[config.mk]
export PLATFORM = sky130hd
export DESIGN_NAME = timer_periph
export DESIGN_NICKNAME = d
export VERILOG_FILES = /design/src/rtl/timer_periph.sv
export SDC_FILE = /design/constraint.sdc
export NUM_CORES = 1
export LEC_CHECK = 0
export ABC_AREA = 1
export ABC_CLOCK_PERIOD_IN_PS = 5700
export CORE_MARGIN = 2
export CORE_UTILIZATION = 60
export DETAILED_ROUTE_END_ITERATION = 8
export PLACE_DENSITY_LB_ADDON = 0.25
export SETUP_SLACK_MARGIN = 0.3
export SLEW_MARGIN = 5
export SYNTH_ARGS = -nofsm -noshare
export SYNTH_HDL_FRONTEND = slang
export SYNTH_SLANG_ARGS = --single-unit
[constraint.sdc]
create_clock -name PCLK -period 5.7 [get_ports PCLK]
set_input_delay 1.14 -clock PCLK [delete_from_list [all_inputs] [get_ports PCLK]]
set_output_delay 1.14 -clock PCLK [all_outputs]
set_load 0.05 [all_outputs]
[src/rtl/timer_periph.sv]
// rtl/timer_periph.sv - APB timer with prescaler, auto-reload and update flag; IE/irq built only with TIMER_PERIPH_IRQ_EN
module timer_periph #(
  parameter int CNT_WIDTH = 32
) (
  input  logic        PCLK,
  input  logic        PRESET,
  input  logic [31:0] PADDR,
  input  logic [31:0] PWDATA,
  input  logic        PWRITE,
  input  logic        PENABLE,
  input  logic        PSEL,
  output logic [31:0] PRDATA,
  output logic        PREADY,
  output logic        irq
);

  typedef enum logic [1:0] {ST_IDLE, ST_READY, ST_DONE} apb_state_t;

  localparam logic [CNT_WIDTH-1:0] ONE = CNT_WIDTH'(1);

  apb_state_t           state, state_nxt;
  logic                 start;
  logic [2:0]           reg_sel;
  logic                 wr_q;
  logic [31:0]          wdata_q;
  logic                 en, ie, uf;
  logic [CNT_WIDTH-1:0] pcnt, tcnt, psc, arr;
  logic [31:0]          rd_mux;
  logic                 wr_commit, tcr_wr, psc_wr, arr_wr, tsr_wr;
  logic                 clr_pulse, tick, wrap;
  logic                 unused_addr;

  assign unused_addr = ^{PADDR[31:5], PADDR[1:0]};

  // APB handshake state register
  always_ff @(posedge PCLK or negedge PRESET) begin
    if (!PRESET) state <= ST_IDLE;
    else         state <= state_nxt;
  end

  // READY lasts one cycle; DONE waits for the master to leave the access phase
  always_comb begin
    state_nxt = state;
    start     = 1'b0;
    case (state)
      ST_IDLE: begin
        if (PSEL && PENABLE) begin
          state_nxt = ST_READY;
          start     = 1'b1;
        end
      end
      ST_READY: state_nxt = ST_DONE;
      ST_DONE:  if (!(PSEL && PENABLE)) state_nxt = ST_IDLE;
      default:  state_nxt = ST_IDLE;
    endcase
  end

  assign PREADY = (state == ST_READY);

  // Latch the request on the first access edge so the commit uses stable values
  always_ff @(posedge PCLK or negedge PRESET) begin
    if (!PRESET) begin
      reg_sel <= 3'd0;
      wr_q    <= 1'b0;
      wdata_q <= 32'd0;
    end else if (start) begin
      reg_sel <= PADDR[4:2];
      wr_q    <= PWRITE;
      wdata_q <= PWDATA;
    end
  end

  // Read mux, zero-extended to the bus width
  always_comb begin
    rd_mux = 32'd0;
    case (PADDR[4:2])
      3'd0:    rd_mux = {29'd0, ie, 1'b0, en};
      3'd1:    rd_mux = 32'(tcnt);
      3'd2:    rd_mux = 32'(psc);
      3'd3:    rd_mux = 32'(arr);
      3'd4:    rd_mux = {31'd0, uf};
      default: rd_mux = 32'd0;
    endcase
  end

  // PRDATA is non-zero only during the PREADY cycle of a read
  always_ff @(posedge PCLK or negedge PRESET) begin
    if (!PRESET)                PRDATA <= 32'd0;
    else if (start && !PWRITE)  PRDATA <= rd_mux;
    else                        PRDATA <= 32'd0;
  end

  // A write commits on the edge ending PREADY, only if the master still holds the access
  assign wr_commit = (state == ST_READY) && PSEL && PENABLE && wr_q;
  assign tcr_wr    = wr_commit && (reg_sel == 3'd0);
  assign psc_wr    = wr_commit && (reg_sel == 3'd2);
  assign arr_wr    = wr_commit && (reg_sel == 3'd3);
  assign tsr_wr    = wr_commit && (reg_sel == 3'd4);
  assign clr_pulse = tcr_wr && wdata_q[1];
  assign tick      = en && (pcnt == psc);
  assign wrap      = tick && (tcnt >= arr) && !clr_pulse;

  // Configuration registers
  always_ff @(posedge PCLK or negedge PRESET) begin
    if (!PRESET) begin
      en  <= 1'b0;
      psc <= '0;
      arr <= '1;
    end else begin
      if (tcr_wr) en  <= wdata_q[0];
      if (psc_wr) psc <= wdata_q[CNT_WIDTH-1:0];
      if (arr_wr) arr <= wdata_q[CNT_WIDTH-1:0];
    end
  end

  // Prescaler and main counter; CLR beats a same-cycle tick
  always_ff @(posedge PCLK or negedge PRESET) begin
    if (!PRESET) begin
      pcnt <= '0;
      tcnt <= '0;
    end else if (clr_pulse) begin
      pcnt <= '0;
      tcnt <= '0;
    end else if (en) begin
      pcnt <= tick ? '0 : pcnt + ONE;
      if (tick) tcnt <= (tcnt >= arr) ? '0 : tcnt + ONE;
    end
  end

  // Update flag: hardware set wins over a same-edge software clear
  always_ff @(posedge PCLK or negedge PRESET) begin
    if (!PRESET)                    uf <= 1'b0;
    else if (wrap)                  uf <= 1'b1;
    else if (tsr_wr && wdata_q[0])  uf <= 1'b0;
  end

`ifdef TIMER_PERIPH_IRQ_EN
  logic irq_q;

  // Interrupt enable and registered interrupt level
  always_ff @(posedge PCLK or negedge PRESET) begin
    if (!PRESET) begin
      ie    <= 1'b0;
      irq_q <= 1'b0;
    end else begin
      if (tcr_wr) ie <= wdata_q[2];
      irq_q <= uf & ie;
    end
  end

  assign irq = irq_q;
`else
  assign ie  = 1'b0;
  assign irq = 1'b0;
`endif

endmodule
# Word level (Yosys, flattened, before mapping)
# Cells that the tools add are included.
# word_totals
reg_bits	200
input_bits	69
# classes
n_eq_ne	12
n_reduce_logical	24
add_sub_neg	2
order_cmp	1
n_mux	16
# op_table
operator	count
$mux 32	8
$pmux 32 s5	1
$add 32x1->32 const B	2
$eq 32x32->1	1
$ge 32x32->1	1
$logic_and 1x1->1	14
$eq 3x2->1 const B	4
$eq 3x3->1 const B	2
$logic_not 3->1	2
$pmux 2 s3	1
$reduce_bool 2->1	3
$mux 1	4
$mux 2	2
$ne 2x2->1 const B	2
$reduce_and 2->1	2
$eq 3x1->1 const B	1
$eq 2x1->1 const B	1
$eq 2x2->1 const B	1
$logic_not 1->1	2
$logic_not 2->1	1

# Depth between registers and ports, before layout
# Gate-level depths: netlist of run 1.
# depth
ltp_word	9
ltp_mapped	17
mapped_depth_nobuf	16

# Worst setup path after synthesis of run 1
# Ideal clock, no wire load.
# synth_timing
kind	input-to-reg
from	input PADDR[4]
to	register PRDATA[11]
setup_ps	72
required_time_ps	5628
arrival_ps	2268
path_buffers	3
slack_ps	3359
path_stages	6
cell_sequence	buf_2 -> nor3_1 -> clkbuf_1 -> clkbuf_1 -> a21oi_1 -> nor2_1
# synth_via
elab_chain_cells	3
word_cells_on_any_way	7
cone_classes	4 x eq/ne; 2 x mux; 1 x reduce/logical
# synth_lines
element	line	source
from (decl)	7	input logic [31:0] PADDR,
$eq 3x3->1, or another cell as far along	76	case (PADDR[4:2])
$pmux 32 s5 *	76	
$mux 32 *	89	else if (start && !PWRITE) PRDATA <= rd_mux;
to (signal assigned)	89	
to (decl)	12	output logic [31:0] PRDATA,
# Mark *: on every way between the ends. The rest lies on a longest branch, timed or not.
# A chain may end at the register's enable or synchronous reset.

# Worst setup path after layout of run 1
# layout_timing
from	input PSEL
to	register pcnt[20]
# layout_via
elab_chain_cells	6
word_cells_on_any_way	7
cone_classes	1 x mux; 6 x reduce/logical
# layout_lines
element	line	source
from (decl)	11	input logic PSEL,
$logic_and 1x1->1 * (3 in a row)	94	assign wr_commit = (state == ST_READY) && PSEL && PENABLE && wr_q;
$logic_and 1x1->1 *	95	assign tcr_wr = wr_commit && (reg_sel == 3'd0);
$logic_and 1x1->1 *	99	assign clr_pulse = tcr_wr && wdata_q[1];
$mux 32 / $reduce_bool 2->1 (equally long branches)	-	
to (signal assigned)	125	pcnt <= tick ? '0 : pcnt + ONE;
to (decl)	27	logic [CNT_WIDTH-1:0] pcnt, tcnt, psc, arr;
# Marks and branches as above.

==> impl_results.md, run 1 <==
* Longest Clk Path Bufs at 2
* Hold path start: arr[1]
* Critical Path Start Type: primary input
* CP Depth at 9
* CTS tree: done
* I/O Buffers at 72
* # IOs at 103
* Post-DP Area at 12300 sq um
* Fillcell total at approximately 1600
* Mean Syn Cell Area at 7.38 sq um
* Hold WC Path Type: flip-flop to flip-flop
* Yosys top cell area share at 0.366
* Die width at 142 um
* RSZ-0062 raised after global routing: no
* Final hold violations at 0
* DRC at 0
* DIE HEIGHT at 142 um
* Worst R2R Start: arr[29]
* Post-cts resize count at 0
* Worst path arrival time at 3.67 ns
* Die area at between 20000 and 25000 sq um
* Commonest non-fill, non-tap cell in the layout: nand2_1
* Dpl hpwl at 23.7 mm
* Synth Area in Adders at 0.0371
* Largest family of logic cells by synthesized area: simple AND/OR/NAND/NOR gates
* Critical Path Max Stage Delay at 0.53 ns
* Slew Limit Fails at 0
* Crit path capture: pcnt[20]
* Initial antenna violation count at 0
* Synth area leaders: dfrtp_1, nand2_1, dfstp_2
* Final instance area at 12800 sq um
* Post-CTS setup buffer count at 0
* Clock H-tree levels at 4
* Yosys warns at 0
* Routed Antenna Nets at 0
* Skew final at 0.0135 ns
* Outcome: complete, no violations
* Core ar. at 18700 sq um
* Buf/Inv on CP at 2
* Via count at 10500
* Register area share after synthesis at 0.440
* Leading area contributor after synthesis: dfrtp_1
* Final setup vio count at 0
* GRT met2 Usage at 0.531
* Worst Setup End Kind: flip-flop
* Layout cell share with drive strength beyond 1 at 0.0645
* R2R Setup Slk at 2.72 ns
* Core Rows at 50
* Slew headroom at 0.202
* Flops & latches, synth at 200
* Maximum vdd drop at ~0.24 mV
* Layout Nets at 1702
* Starting Density at 0.613
* Most frequent cells in the layout: nand2_1, inv_1, nor2_1, dfrtp_1, o21ai_0
* CP max stage cell: nand4_1
* Met1 usage at 0.456
* Drt pass-1 iters at 5
* CTS sink count at 200
* Routability cong. at around 0.99
* Synth Net Count at 1658
* Total gr overflow at 0
* Setup crit start: PSEL
* Final cycle utilization of the critical path at 0.593
* Vias in the first global route at a little under 10000
* Post-synthesis compound-gate area fraction at 0.105
* Synthesized area at 11500 sq um
* Final Util at 0.687
* PwrDens at 290 nW/um^2
* Cell mode on critical path: nor2_1
* Synth Instances at 1555
* Max Clk Rate at 296 MHz
* Async set-reset flop share out of synthesis at 1.00
* GRT Overall Usage at 0.336
* Worst skew pair latency at between 0.4 and 0.5 ns
* Starting DRT DRC Count at 981
* Setup TNS Final at 0 ns
* Setup CP Type: primary input to flip-flop
* Clk slew on worst S/H paths at ~0.070 ns
* R2R Path End: tcnt[29]
* CP max FO at 34
* Critical path required time at 5.98 ns
* WL/cell at 17.5 um
* Root Buffer: clkbuf_16
* Hold slack at roughly 0.49 ns
* Met3 Usage GRT at 0.0569
* Ys flop type: dfrtp_1
* Tmin final at 3.38 ns
* Worst-margin pin slew at 1.20 ns
* Library cells used by synthesis at 42
* GR peak layer: met2
* N_diodes at 0
* R2R depth at 11
* Simple-gate share of the synthesized area at 0.284
* Multiplexer share of the synthesized area at 0
* Avg Vias per Cell at 5.68
* Cell family with most CP delay: simple AND/OR/NAND/NOR gates
* Max cap viols at 0
* Xor/xnor share of the synthesized area at 0.0389
* Area Overhead vs Synth at 12.0%
* EDFF count, synth at 0
* First-pass GRT wire length at 51.9 mm
* Largest net degree at the start of global routing at between 100 and 150
* CTS hold repair buffers at 0
* Post-Route WL at about 32 mm
* Crit-path cells: clkdlybuf4s50_1 -> nand2_1 -> nor3_4 -> nand4_1 -> nand2_4 -> inv_2 -> nor2_1 -> xor2_1 -> nor2_1
* Leakage Power at between 5 and 6 nW
* CTS Buf Count at 17
==> area by class of cell <==
type | instances | area [sq um] | share of cell area
tap | 234 | 293 | 0.0228
multi-input combinational | 1084 | 5350 | 0.417
inverter | 218 | 818 | 0.0637
timing repair buffer | 78 | 782 | 0.0609
sequential | 200 | 5040 | 0.393
clock buffer | 19 | 443 | 0.0345
clock inverter | 13 | 113 | 0.00877
==> cell families (layout without fill, tap and decap cells) <==
| family | Yosys count | after routing |
|---|---|---|
| AOI/OAI and AO/OA | 227 | 227 |
| xor gates and xnor gates | 51 | 51 |
| adders and majority gates | 34 | 34 |
| buffers and inverters | 271 | 328 |
| DFF | 200 | 200 |
| other | 1 | 1 |
| and+or+nand+nor | 771 | 771 |
==> state kept, by name, summed over array words and instances (netlist names), 2 cells and up <==
signal / cells
state: 2
psc: 32
reg_sel: 3
arr: 32
pcnt: 32
tcnt: 32
PRDATA: 32
wdata_q: 32
==> routing by layer <==
| layer | vias up | part of all wire |
|---|---|---|
| met5 | - | 0 |
| met4 | 0 | 0.044 |
| met3 | 90 | 0.081 |
| met2 | 506 | 0.45 |
| met1 | 4861 | 0.42 |
| li1 | 5025 | - |
==> report_power, final <==
part	internal [mW]	total (mW)	switching, mW
Combinational	0.257	0.872	0.615
Clock	0.584	1.17	0.587
Sequential	1.57	1.68	0.116
==> cells in the mapped netlist, types with 9 or more instances <==
master and instances:
o21ai_1 19, buf_2 11, o21ai_0 131, nor3_1 30, a21oi_1 36, xor2_1 36, ha_1 34, nor2_1 178
nand4_1 45, clkbuf_1 31, inv_1 209, nand2_1 440, dfrtp_1 168, nand3_1 49, o22ai_1 25, dfstp_2 32
xnor2_1 15, inv_2 9
==> worst min-delay path by stage <==
stage,to,slack [ns],cells after the start
2_1_floorplan,uf,0.45,2
3_3_place_gp,uf,0.47,2
3_5_place_dp,uf,0.48,2
4_1_cts,arr[1],0.50,2
5_1_grt,arr[2],0.52,2
6_report,arr[1],0.49,2
==> worst register-to-register path, delay by kind of cell (launching register included) <==
kind	cells	cell delay, ns
adders and majority gates	1	0.31
DFF	1	0.56
buffers and inverters	2	0.30
and+or+nand+nor	8	1.70
==> metrics by stage <==
stage          total power [mW]  instances  setup WS, ns
2_1_floorplan              2.26       1555          3.36
3_3_place_gp               2.54       1814          1.97
3_5_place_dp               2.56       1814          1.88
4_1_cts                    3.72       1846          2.35
5_1_grt                    3.92       1846          1.99
6_report                   3.73       1846          2.32
No activity file was read; power rests on OpenSTA's default activity.
==> run 2: changes to the inputs <==
- ABC_CLOCK_PERIOD_IN_PS: 5700 -> 2700
- CORE_UTILIZATION: 60 -> 53
- clock period: 5.7 -> 2.7 ns (I/O delays scaled with it)
==> run 2 against run 1 <==
Against the previous run: die area up 13%; clock power is 130% higher; clock skew down 0.0035 ns; routed wire length rose by 0.58%; setup slack worse by 1.9 ns; largest cell class unchanged.
==> impl_results.md, run 2 (synthesis gave the netlist of run 1 again) <==
* CTS sink count at 200 (unchanged)
* Root Buffer: clkbuf_16 (unchanged)
* GRT Overall Usage at 0.298 (was 0.336)
* Most frequent cells in the layout: nand2_1, inv_1, nor2_1, dfrtp_1, o21ai_0 (unchanged)
* Area Overhead vs Synth at 15.6% (was 12.0%)
* M1 wire length at 14.4 mm (was 13.7 mm)
* Post-Route WL at 32.5 mm (was 32.3 mm)
* First-pass GRT wire length at 52.0 mm (was 51.9 mm)
* Area of the multi-input gates at 5400 sq um (was 5350 sq um)
* N_diodes at 0 (unchanged)
* Critical path required time at 3.03 ns (was 5.98 ns)
* CTS hold repair buffers at 0 (unchanged)
* Routability cong. at 0.932 (was 0.988)
* Crit-path cells: inv_1 -> ha_1 -> nand2_1 -> nor2_2 -> nand2_1 -> nor2_1 -> nor2_1 -> nand2_1 -> nand2_4 -> nand2_4 -> clkinvlp_4 -> nand3_1 -> nand2_1 (was clkdlybuf4s50_1 -> nand2_1 -> nor3_4 -> nand4_1 -> nand2_4 -> inv_2 -> nor2_1 -> xor2_1 -> nor2_1)
* Commonest non-fill, non-tap cell in the layout: nand2_1 (unchanged)
* Cell mode on critical path: nand2_1 (was nor2_1)
* Top Metal Used: met4 (unchanged)
* Setup TNS Final at 0 ns (unchanged)
* Max cap viols at 0 (unchanged)
* Tmin final at about 2.3 ns
* DR WL met2 at 14.6 mm (about the same)
* I/O Buffers at 72 (unchanged)
* Routed Antenna Nets at 0 (unchanged)
* Die width at 151 um (was 142 um)
* Final cycle utilization of the critical path at 0.834
* Dpl hpwl at 24.4 mm (was 23.7 mm)
* Initial antenna violation count at 0 (unchanged)
* # IOs at 103 (unchanged)
* Worst-margin pin slew at 0.565 ns (was 1.20 ns)
* Fillcell total at 1913 (was 1641)
* Layout Nets at 1732 (was 1702)
* Storage cell area at 5040 sq um (unchanged)
* Worst path arrival time at 2.58 ns (was 3.67 ns)
* Skew final at 0.0101 ns (was 0.0135 ns)
* CTS tree: done (unchanged)
* Clock H-tree levels at 4 (unchanged)
* CP max stage cell: dfstp_2 (was nand4_1)
* Drt pass-1 iters at 6 (was 5)
* Critical Path Max Stage Delay at 0.57 ns (was 0.53 ns)
* Setup CP Type: flip-flop to flip-flop (was primary input to flip-flop)
* DIE HEIGHT at 151 um (was 142 um)
* Via count at 10500 (about the same)
* Outcome: complete, no violations (unchanged)
* Starting Density at 0.542 (was 0.613)
* R2R Setup Slk at 0.45 ns (was 2.72 ns)
* Slew headroom at 0.623 (was 0.202)
* Core ar. at 21200 sq um (was 18700 sq um)
* Slew Limit Fails at 0 (unchanged)
* Core Rows at 53 (was 50)
* Layout cell share with drive strength beyond 1 at 0.0877 (was 0.0645)
* RSZ-0062 raised after global routing: yes (was no)
* CTS Buf Count at 17 (unchanged)
* Leakage Power at 6.16 nW (was 5.98 nW)
* Met3 wire len at 2.54 mm (was 2.62 mm)
* Final setup vio count at 0 (unchanged)
* Worst skew pair latency at 0.44 ns (was 0.45 ns)
* CP max FO at 6 (was 34)
* Clk slew on worst S/H paths at 0.07 ns (about the same)
* Maximum vdd drop at 0.453 mV (was 0.236 mV)
* Longest Clk Path Bufs at 2 (unchanged)
* Avg Vias per Cell at 5.45 (was 5.68)
* Starting DRT DRC Count at 1009 (was 981)
* Final hold violations at 0 (unchanged)
* Die area at 22800 sq um (was 20200 sq um)
* DRC at 0 (unchanged)
* Hold slack at 0.0639 ns (was 0.491 ns)
* Largest net degree at the start of global routing at 70 (was 119)
* Max Clk Rate at 444 MHz
* Vias in the first global route at 9835 (was 9775)
* Worst Setup End Kind: flip-flop (unchanged)
* Critical Path Start Type: flip-flop (was primary input)
* Hold WC Path Type: primary input to async pin (was flip-flop to flip-flop)
* PwrDens at 625 nW/um^2 (was 290 nW/um^2)
* Total gr overflow at 0 (unchanged)
* WL/cell at 17.0 um (was 17.5 um)
## run 2: layer usage
| layer | GRT usage | vias to the layer above |
|---|---|---|
| met5 | 0 | - |
| met4 | 0.114 | 0 |
| met3 | 0.0512 | 64 |
| met2 | 0.470 | 458 |
| met1 | 0.414 | 4859 |
| li1 | - | 5070 |
## run 2: final timing paths
check                           to  startpoint  depth (start not counted)
hold reg to reg                 uf          uf                          2
min in group PCLK               uf          uf                          2
setup reg to reg           tcnt[7]     arr[15]                         13
setup / recovery           tcnt[7]     arr[15]                         13
max in group asynchronous  arr[11]      PRESET                          2
hold / removal             pcnt[8]      PRESET                          1
## run 2: where the power goes
| part | switching, mW | internal, mW | total [mW] |
|---|---|---|---|
| combinational | 1.43 | 0.677 | 2.10 |
| clock | 1.21 | 1.43 | 2.64 |
| sequential | 0.232 | 3.31 | 3.54 |
## run 2: through the flow
stage | power (mW) | utilization | worst slack (ns) | std cells | cell area (sq um)
after CTS | 8.18 | 0.624 | 0.376 | 1915 | 13200
after floorplan | 4.78 | - | 0.745 | 1555 | 11500
after global routing | 8.71 | 0.627 | 0.278 | 1917 | 13300
after global placement | 5.41 | 0.595 | 0.149 | 1882 | 12600
after detailed placement | 5.45 | 0.595 | 0.0881 | 1882 | 12600
final | 8.28 | 0.627 | 0.448 | 1917 | 13300
## run 2: area by class of cell
class | instances | share of cell area
multi-input cells | 1084 | 0.407
flip-flops and latches | 200 | 0.380
repair buffers | 107 | 0.0791
inverters | 218 | 0.0620
clock buffers | 20 | 0.0344
well taps | 275 | 0.0260
clock inverters | 12 | 0.0105
repair inverters | 1 | 0.000566
## run 2: what timing repair did
action | CTS | global route
pin swaps | 0 | 4
endpoints found under the setup margin | 12 | 29
cloned | 1 | 0
setup buffers | 0 | 2
resized for setup | 6 | 10
## run 2: critical path: cells and delay by family, from the launching register on
kind                     cells  cell delay (ns)
adder cells (fa/ha/maj)      1             0.29
buffers and inverters        2             0.26
flip-flops                   1             0.57
AND/OR/NAND/NOR             10             1.02
==> run 3: changes to the inputs <==
- ABC_CLOCK_PERIOD_IN_PS: 2700 -> 2260
- CORE_UTILIZATION: 53 -> 59
- clock period: 2.7 -> 2.26 ns (I/O delays scaled with it)
==> run 3 against run 2 <==
Against the previous run: the flow now finishes with violations (hold timing); combinational power rose by 57%; worst hold slack got worse by 0.064 ns; total power rose by 26%; die area is 9.9% lower; routed wire length is 5.8% higher; critical endpoint is now tcnt[25]; largest cell class unchanged.
==> impl_results.md, run 3 (synthesis gave the netlist of run 1 again) <==
* Outcome: finished, violations left (was complete, no violations)
* Failing checks: hold timing
* Drt pass-1 iters at 7 (was 6)
* Tmin final at 2.23 ns (was 2.25 ns)
* Area Overhead vs Synth at 23.7% (was 15.6%)
* Largest net degree at the start of global routing at 59 (was 70)
* Clock H-tree levels at 4 (unchanged)
* CTS sink count at 200 (unchanged)
* Commonest non-fill, non-tap cell in the layout: nand2_1 (unchanged)
* PwrDens at 737 nW/um^2 (was 625 nW/um^2)
* Starting Density at 0.607 (was 0.542)
* Max Clk Rate at 449 MHz (was 444 MHz)
* R2R Setup Slk at 0.03 ns (was 0.45 ns)
* Avg Vias per Cell at 5.68 (was 5.45)
* R2R Path End: tcnt[25] (was tcnt[7])
* First-pass GRT wire length at 52.4 mm (was 52.0 mm)
* R2R depth at 12 (was 13)
* DRC at 0 (unchanged)
* Pre-CTS worst setup slack at -0.0694 ns (was 0.0881 ns)
* Setup CP Type: flip-flop to flip-flop (unchanged)
* Setup WS post-layout at 0.0307 ns (was 0.448 ns)
* CP max FO at 7 (was 6)
* Most frequent cells in the layout: nand2_1, inv_1, dfrtp_1, nor2_1, o21ai_0 (was nand2_1, inv_1, nor2_1, dfrtp_1, o21ai_0)
* Worst skew pair latency at 0.44 ns (about the same)
* WL/cell at 17.7 um (was 17.0 um)
* Root Buffer: clkbuf_16 (unchanged)
* Routed Antenna Nets at 0 (unchanged)
* Max cap viols at 0 (unchanged)
* Final non-filler cell total at 1950 (was 1917)
* Dpl hpwl at 24.4 mm (about the same)
* RSZ-0062 raised after global routing: yes (unchanged)
* Final hold violations at 1 (was 0)
* Initial antenna violation count at 0 (unchanged)
* Post-Route WL at 34.4 mm (was 32.5 mm)
* Core Rows at 50 (was 53)
* Total gr overflow at 0 (unchanged)
* # IOs at 103 (unchanged)
* Post-placement cell count at 1899 (was 1882)
* Vias in the first global route at 10200 (was 9835)
* DIE HEIGHT at 143 um (was 151 um)
* Total chip power at 10.5 mW (was 8.28 mW)
* Critical path required time at 2.59 ns (was 3.03 ns)
* Critical Path Start Type: flip-flop (unchanged)
* CTS hold repair buffers at 0 (unchanged)
* GR peak layer: met2 (unchanged)
* Longest Clk Path Bufs at 2 (unchanged)
* Layout cell share with drive strength beyond 1 at 0.166 (was 0.0877)
* Core ar. at 18900 sq um (was 21200 sq um)
* GRT met2 Usage at 0.529 (was 0.470)
* Slew headroom at 0.657 (was 0.623)
* Fillcell total at 1436 (was 1913)
* N_diodes at 0 (unchanged)
* Met1 usage at 0.460 (was 0.414)
* Die area at 20600 sq um (was 22800 sq um)
* Hold WC Path Type: primary input to async pin (unchanged)
* I/O Buffers at 72 (unchanged)
* Hold slack at -0.000572 ns (was 0.0639 ns)
* Worst Setup End Kind: flip-flop (unchanged)
* Worst R2R Start: arr[29] (was arr[15])
* CTS tree: done (unchanged)
* Skew final at 0.00770 ns (was 0.0101 ns)
* Met3 Usage GRT at 0.0413 (was 0.0512)
* Worst-margin pin slew at 0.514 ns (was 0.565 ns)
* Final cycle utilization of the critical path at 0.986 (was 0.834)
* Routability cong. at 1.05 (was 0.932)
* Final setup vio count at 0 (unchanged)
* Maximum vdd drop at 0.630 mV (was 0.453 mV)
* Layout Nets at 1780 (was 1732)
* Slew Limit Fails at 0 (unchanged)
* Leakage Power at 6.66 nW (was 6.16 nW)
* Worst path arrival time at 2.56 ns (was 2.58 ns)
* Starting DRT DRC Count at 1471 (was 1009)
* CTS Buf Count at 17 (unchanged)
* Clk slew on worst S/H paths at 0.07 ns (about the same)
* Via count at 11100 (was 10500)
* GRT Overall Usage at 0.333 (was 0.298)
* Die width at 143 um (was 151 um)
-- run 3: changes by cell type in the layout (fill, tap and decap cells not counted), moves of 9 or more --
cell	change
clkdlybuf4s50_1	-32
dlygate4sd2_1	+31
buf_4	+30
ha_1	-19
ha_4	+19
nand2_1	-16
inv_1	-14
nor2_1	-13
inv_2	+12
nand2_2	+11
nor2_2	+10
nand3_1	-9
-- run 3: worst max-delay path by stage --
stage / start / endpoint / depth (start not counted) / slack (ns)
2_1_floorplan: arr[27] / tcnt[26] / 12 / 0.31
3_3_place_gp: arr[31] / tcnt[7] / 10 / -0.02
3_5_place_dp: PSEL / tcnt[3] / 10 / -0.07
4_1_cts: arr[29] / tcnt[26] / 12 / 0.18
5_1_grt: arr[5] / tcnt[29] / 14 / -0.04
6_report: arr[29] / tcnt[25] / 12 / 0.03
-- run 3: repair_timing --
action / in CTS / in global routing
setup endpoints to repair: 66 / 63
resized for setup: 79 / 83
setup buffers: 4 / 10
gates cloned: 0 / 5
pin swaps: 25 / 30
-- run 3: metrics by stage --
| stage | cell area, sq um | setup TNS, ns | utilization |
|---|---|---|---|
| detailed placement | 12900 | -1.06 | 0.683 |
| floorplan | 11500 | 0 | - |
| global route | 14200 | -0.286 | 0.751 |
| global placement | 12900 | -0.0317 | 0.683 |
| finish | 14200 | 0 | 0.751 |
| CTS | 13600 | 0 | 0.722 |
-- run 3: area by class of cell --
| type | count | area (sq um) | area share |
|---|---|---|---|
| multi-input cells | 1084 | 5850 | 0.412 |
| flip-flops and latches | 200 | 5050 | 0.356 |
| repair buffers | 156 | 1580 | 0.111 |
| inverters | 218 | 827 | 0.0583 |
| clock buffers | 23 | 488 | 0.0344 |
| well taps | 260 | 325 | 0.0229 |
| clock inverters | 9 | 65.1 | 0.00459 |
-- run 3: metal layers --
layer / wire (um) / part of all wire / vias up
met3: 2980 / 0.086 / 129
met4: 1600 / 0.046 / 0
met5: 0 / 0 / -
met1: 14100 / 0.41 / 5159
met2: 15800 / 0.46 / 606
li1: - / - / 5185
-- run 3: critical path, stage by stage, from the launching register on --
cell and delay (ns):
dfstp_2 0.54, inv_2 0.06, ha_4 0.28, nand2_4 0.05, nor2_4 0.10, nand4_1 0.25
nor2_2 0.27, nand2_4 0.12, nand2_4 0.09, clkinvlp_4 0.10, buf_8 0.16, nand3_2 0.05
nand2_1 0.05
-- run 3: power breakdown --
part	switching (mW)	internal, mW
clock	1.37	1.53
sequential	0.292	3.96
combinational	2.00	1.30
